--- config.mk ---
export PLATFORM = sky130hd
export DESIGN_NAME = distance_calculator
export DESIGN_NICKNAME = d
export VERILOG_FILES = /design/src/rtl/distance_calculator_pkg.sv /design/src/rtl/distance_calculator_abs.sv /design/src/rtl/distance_calculator.sv
export SDC_FILE = /design/constraint.sdc
export NUM_CORES = 2
export LEC_CHECK = 0
export CAP_MARGIN = 20
export CORE_AREA = 2 2 419 421
export CTS_CLUSTER_SIZE = 30
export DETAILED_ROUTE_END_ITERATION = 6
export DIE_AREA = 0 0 421 423
export SYNTH_ARGS = -nofsm -noshare
export SYNTH_HDL_FRONTEND = slang
export SYNTH_SLANG_ARGS = --single-unit
--- constraint.sdc ---
create_clock -name i_clk -period 64.1 [get_ports i_clk]
set_clock_uncertainty 0.1 [all_clocks]
set_input_delay 19.23 -clock i_clk [delete_from_list [all_inputs] [get_ports i_clk]]
set_output_delay 19.23 -clock i_clk [all_outputs]
set_load 0.03 [all_outputs]
--- src/rtl/distance_calculator_pkg.sv ---
// Shared types and burst-geometry helpers for the KNN distance stage.
// Included by the top level and any block that needs burst sizing.
package distance_calculator_pkg;

    typedef enum logic [2:0] {
        S_IDLE = 3'd0,
        S_ACC  = 3'd1,
        S_REQ  = 3'd2,
        S_WAIT = 3'd3,
        S_DONE = 3'd4
    } state_t;

    localparam int DEF_M            = 6;
    localparam int DEF_N            = 10;
    localparam int DEF_W            = 32;
    localparam int DEF_MAX_ELEMENTS = 16;
    localparam int DEF_TYPE_W       = 2;

    // Number of bursts needed to carry `total` elements, `lanes` per burst.
    function automatic int burst_count(input int total, input int lanes);
        return (total + lanes - 1) / lanes;
    endfunction

    // Valid lanes in the final burst (always 1..lanes).
    function automatic int last_burst_lanes(input int total, input int lanes);
        return total - (burst_count(total, lanes) - 1) * lanes;
    endfunction

endpackage

--- src/rtl/distance_calculator_abs.sv ---
// W-bit unsigned absolute difference |a-b|, computed as max-min so it never overflows.
module knn_abs_diff #(
    parameter int W = 32
) (
    input  logic [W-1:0] i_a,
    input  logic [W-1:0] i_b,
    output logic [W-1:0] o_diff
);

    // Subtract the smaller operand from the larger one.
    always_comb begin
        if (i_a >= i_b) begin
            o_diff = i_a - i_b;
        end else begin
            o_diff = i_b - i_a;
        end
    end

endmodule

--- src/rtl/distance_calculator.sv ---
// Per-sample Manhattan distance between a training vector and an input vector,
// streamed in bursts of MAX_ELEMENTS lanes and accumulated one lane per cycle.
module distance_calculator
    import distance_calculator_pkg::*;
#(
    parameter int M            = DEF_M,
    parameter int N            = DEF_N,
    parameter int W            = DEF_W,
    parameter int MAX_ELEMENTS = DEF_MAX_ELEMENTS,
    parameter int TYPE_W       = DEF_TYPE_W
) (
    input  logic                      i_clk,
    input  logic                      i_rst,
    input  logic                      i_ready,
    input  logic [W*MAX_ELEMENTS-1:0] i_training_data,
    input  logic [TYPE_W-1:0]         i_training_data_type,
    input  logic [W*MAX_ELEMENTS-1:0] i_input_data,
    output logic [W-1:0]              o_distance,
    output logic [TYPE_W-1:0]         o_data_type,
    output logic                      o_done,
    output logic                      o_data_request
);

    localparam int T       = M * N;
    localparam int B       = burst_count(T, MAX_ELEMENTS);
    localparam int LAST_L  = last_burst_lanes(T, MAX_ELEMENTS);
    localparam int LANE_W  = (MAX_ELEMENTS > 1) ? $clog2(MAX_ELEMENTS) : 1;
    localparam int BURST_W = (B > 1) ? $clog2(B) : 1;

    localparam logic [LANE_W-1:0]  FULL_END    = LANE_W'(MAX_ELEMENTS - 1);
    localparam logic [LANE_W-1:0]  LAST_END    = LANE_W'(LAST_L - 1);
    localparam logic [BURST_W-1:0] FINAL_BURST = BURST_W'(B - 1);

    state_t              r_state;
    logic [W-1:0]        r_train [MAX_ELEMENTS];
    logic [W-1:0]        r_input [MAX_ELEMENTS];
    logic [TYPE_W-1:0]   r_label;
    logic [W-1:0]        r_acc;
    logic [LANE_W-1:0]   r_lane;
    logic [BURST_W-1:0]  r_burst;
    logic [W-1:0]        r_distance;
    logic [TYPE_W-1:0]   r_data_type;
    logic                r_done;
    logic                r_data_request;

    logic [W-1:0]        w_t;
    logic [W-1:0]        w_x;
    logic [W-1:0]        w_diff;
    logic [W-1:0]        w_sum;
    logic                w_final_burst;
    logic                w_last_lane;

    // Lane mux and end-of-burst detection; the final burst may be short.
    always_comb begin
        w_t           = r_train[r_lane];
        w_x           = r_input[r_lane];
        w_final_burst = (r_burst == FINAL_BURST);
        if (w_final_burst) begin
            w_last_lane = (r_lane == LAST_END);
        end else begin
            w_last_lane = (r_lane == FULL_END);
        end
        w_sum = r_acc + w_diff;
    end

    knn_abs_diff #(
        .W(W)
    ) u_abs_diff (
        .i_a    (w_t),
        .i_b    (w_x),
        .o_diff (w_diff)
    );

    // Control FSM, capture registers, accumulator and registered outputs.
    always_ff @(posedge i_clk or posedge i_rst) begin
        if (i_rst) begin
            r_state        <= S_IDLE;
            r_label        <= '0;
            r_acc          <= '0;
            r_lane         <= '0;
            r_burst        <= '0;
            r_distance     <= '0;
            r_data_type    <= '0;
            r_done         <= 1'b0;
            r_data_request <= 1'b0;
            for (int k = 0; k < MAX_ELEMENTS; k++) begin
                r_train[k] <= '0;
                r_input[k] <= '0;
            end
        end else begin
            case (r_state)
                S_IDLE: begin
                    if (i_ready) begin
                        for (int k = 0; k < MAX_ELEMENTS; k++) begin
                            r_train[k] <= i_training_data[(k+1)*W-1 -: W];
                            r_input[k] <= i_input_data[(k+1)*W-1 -: W];
                        end
                        r_label <= i_training_data_type;
                        r_acc   <= '0;
                        r_lane  <= '0;
                        r_burst <= '0;
                        r_state <= S_ACC;
                    end
                end
                S_ACC: begin
                    r_acc <= w_sum;
                    if (w_last_lane) begin
                        r_lane <= '0;
                        // Outputs are staged here so they are visible in the DONE/REQ cycle.
                        if (w_final_burst) begin
                            r_distance  <= w_sum;
                            r_data_type <= r_label;
                            r_done      <= 1'b1;
                            r_state     <= S_DONE;
                        end else begin
                            r_data_request <= 1'b1;
                            r_state        <= S_REQ;
                        end
                    end else begin
                        r_lane <= r_lane + LANE_W'(1);
                    end
                end
                S_REQ: begin
                    r_data_request <= 1'b0;
                    r_burst        <= r_burst + BURST_W'(1);
                    r_state        <= S_WAIT;
                end
                S_WAIT: begin
                    if (i_ready) begin
                        for (int k = 0; k < MAX_ELEMENTS; k++) begin
                            r_train[k] <= i_training_data[(k+1)*W-1 -: W];
                            r_input[k] <= i_input_data[(k+1)*W-1 -: W];
                        end
                        r_lane  <= '0;
                        r_state <= S_ACC;
                    end
                end
                S_DONE: begin
                    r_done  <= 1'b0;
                    r_state <= S_IDLE;
                end
                default: begin
                    r_done         <= 1'b0;
                    r_data_request <= 1'b0;
                    r_state        <= S_IDLE;
                end
            endcase
        end
    end

    assign o_distance     = r_distance;
    assign o_data_type    = r_data_type;
    assign o_done         = r_done;
    assign o_data_request = r_data_request;

endmodule

==> impl_results.md <==
- Vias in the first global route: between 40000 and 50000
- Initial antenna violation count: 124
- Xor and xnor area share after synthesis: under 10%
- Primary FF master, synth: dfrtp_1
- Yosys warns: 0
- Fill cell count: around 17000
- DRC Markers: 0
- Number of synthesized flops with an enable pin: 0
- Die width: about 420 um
- Min-Delay Path Class: flip-flop to flip-flop
- Input/output buffers: 1064
- Top cell type's share of synthesized area: 51.5%
- Nets: slightly below 8000
- TritonCTS buffer count: 132
- Syn-to-layout area delta: 32.3%
- Most common cell after layout, fill and taps aside: nand2_1
- Main combinational cell family by area after synthesis: simple AND/OR/NAND/NOR gates
- Worst path max stage delay: ~0.81 ns
- Area taken by flip-flops and latches: between 20000 and 30000 um^2
- Congestion Overflow GR: 0
- Setup Viol. Count Final: 0
- DR vias: 44900
- Post-synthesis mux area share: between 10% and 20%
- Hold Worst Slack: 0.367 ns
- GRT Util Overall: between 20% and 30%
- Yosys top cell by area: dfrtp_1
- Clk pin slew, worst setup/hold paths: 0.05 ns
- Post-synthesis adder-cell area fraction: approximately 2.4%
- Max Fanout on Critical Path: 96
- Post-Route WL: about 220 mm
- Post-synthesis sequential area ratio: between 50% and 60%
- Slowest CP cell: and3b_4
- Worst skew pair latency: 0.82 ns
- Final hold viol count: 0
- Wire length per cell: 23.8 um
- Syn Std Cell Area: 53600 um^2
- WP data arrival: between 20 and 25 ns
- CP startpoint kind: input port
- Unrepaired setup endpoints after global routing: no
- Die area: between 150000 and 200000 um^2
- Largest net degree at the start of global routing: approximately 210
- Worst Tran Pin Value: between 1 and 1.5 ns
- Std-Cell Rows: 153
- DRT antenna net count: 0
- I/O pin cnt: between 1000 and 1500
- Final RePlAce weighted congestion: about 0.90
- Commonest cells after routing, fill and taps aside: nand2_1, dfrtp_1, clkdlybuf4s50_1
- Placed Cells incl. Taps: approximately 8800
- Most frequent cell on the critical path: buf_4
- Syn_nets: 6848
- Core Box Area: about 170000 um^2
- Top post-synthesis cells by area: dfrtp_1, nand2_1, mux4_2
- CTS Buffer Depth: 3
- Crit-path cells: clkdlybuf4s50_1 > and3b_4 > buf_4 > buf_4 > buf_4 > buf_16 > buf_4 > nand2_1 > nand2_1
- Syn Area/Cell: approximately 9.4 um^2
- Critical Path RT: 64.72 ns
- Routed vias/inst: a little under 5
- Post-CTS Setup Bufs: 0
- Final WS setup: ~40 ns
- Final worst-path cycle share: between 30% and 40%
- Fmax: 43.5 MHz
- Simple-Gate Fraction of Synth Area: a little under a quarter
- Seq cells post-synth: between 1000 and 1500
- Sum Neg Setup Slack: 0 ns
- Slew HR: 26.2%
- Slew Viols, Final: 0
- H-tree Lvls: 4
- Post-synthesis compound-gate area fraction: slightly above 4%
- Setup Slack @ Placement: around 40 ns
- CTS tree: yes
- Status: finished clean
- Multi-input gate area: 24200 um^2
- CP Class: input port to flip-flop
- Post-synth ARST share: 100%
- Die H: 423 um
- DP HPWL: about 160 mm
- CTS root buf: clkbuf_16
- Starting density of the core: 31.0%
- First-pass GRT wire length: 314 mm
- DR iter-0 viols: just over 4000
- Clk sinks: approximately 1100
- CTS resizes: 0
- Mapped Cells: about 5700
- Share of cells above drive strength 1: 9.16%
- Tmin final: between 20 and 25 ns
- Number of distinct library cells after synthesis: 70
- Finished Layout Cells: 9136
- Max Cap Violations: 0
- Hold-fix buffers, CTS: 0
- Initial DRT Pass Iterations: 7
- Crit end category: flip-flop
-- synth_stat cells, types with 3 or more instances --
library cell / instances
a21oi_1: 98
o21ai_1: 10
xor2_1: 23
a22o_1: 29
mux4_2: 320
a211o_1: 4
nor2_1: 53
inv_1: 106
xnor2_1: 41
buf_2: 26
o21a_1: 7
clkbuf_1: 268
a21o_1: 36
buf_6: 8
fa_1: 3
buf_1: 39
o21bai_1: 20
dfrtp_1: 1103
nand3_1: 16
and3_1: 8
a221oi_1: 8
ha_1: 98
and4_1: 3
o211ai_1: 8
mux2_2: 18
a2111oi_0: 3
o31ai_1: 6
o21ai_0: 52
nand4_1: 17
nor3_1: 12
mux2i_1: 13
a31oi_1: 15
nor2b_1: 8
nand2_1: 3179
a211oi_1: 9
nand2b_1: 4
buf_4: 4
-- metal layers --
metal	wire length (um)	GRT usage [%]	share of wire, %	vias up
met5	120	0	0.055	-
met4	9980	13.0	4.6	18
met3	12000	4.33	5.5	379
met2	104000	38.1	48	1577
met1	91100	31.3	42	22400
li1	-	-	-	20500
-- worst paths after layout --
| check | from | end | slack [ns] | cells after the start |
|---|---|---|---|---|
| hold / removal | r_train[294] | r_train[294] | 0.37 | 2 |
| min in group asynchronous | i_rst | o_distance[3] | 18.89 | 2 |
| hold reg to reg | r_train[294] | r_train[294] | 0.37 | 2 |
| setup reg to reg | r_lane[0] | o_distance[27] | 53.68 | 26 |
| max in group asynchronous | i_rst | r_train[401] | 41.70 | 5 |
| setup / recovery | i_ready | r_train[430] | 41.12 | 9 |
-- final cells by class --
class | instances | area share, %
diodes | 85 | 0.300
clock buffers | 192 | 5.42
clock inverters | 41 | 0.682
inverters | 106 | 0.571
multi-input cells | 4162 | 34.2
flip-flops and latches | 1103 | 38.9
well taps | 2325 | 4.10
repair buffers | 1122 | 15.8
-- metrics by stage --
| stage | cell area (um^2) | util [%] |
|---|---|---|
| after floorplan | 53600 | - |
| after global placement | 66300 | 38.2 |
| after detailed placement | 66300 | 38.2 |
| after CTS | 70600 | 40.7 |
| after global routing | 70900 | 40.9 |
| final | 71000 | 41.0 |
-- cells by family (layout without fill, tap and decap cells) --
kind of cell,Yosys count,after routing
AOI/OAI and AO/OA,332,332
xor gates and xnor gates,64,64
adders and majority gates,101,101
buffers and inverters,453,1461
DFF,1103,1103
muxes,351,351
other,0,85
and+or+nand+nor,3314,3314
-- sequential cells by signal (all words and copies together), names as in the netlist --
| register | flops |
|---|---|
| r_burst | 2 |
| o_done | 1 |
| r_state | 3 |
| o_data_request | 1 |
| r_train | 512 |
| r_acc | 32 |
| r_input | 512 |
| r_label | 2 |
| o_distance | 32 |
| o_data_type | 2 |
| r_lane | 4 |
-- worst max-delay path: cells and delay by family --
family                 cells  cell delay, ns
buffers and inverters      6            3.07
AND/OR/NAND/NOR            3            1.01
Power is not shown: default switching activity piles up to over one toggle a cycle in this logic, so the estimate is an artifact.
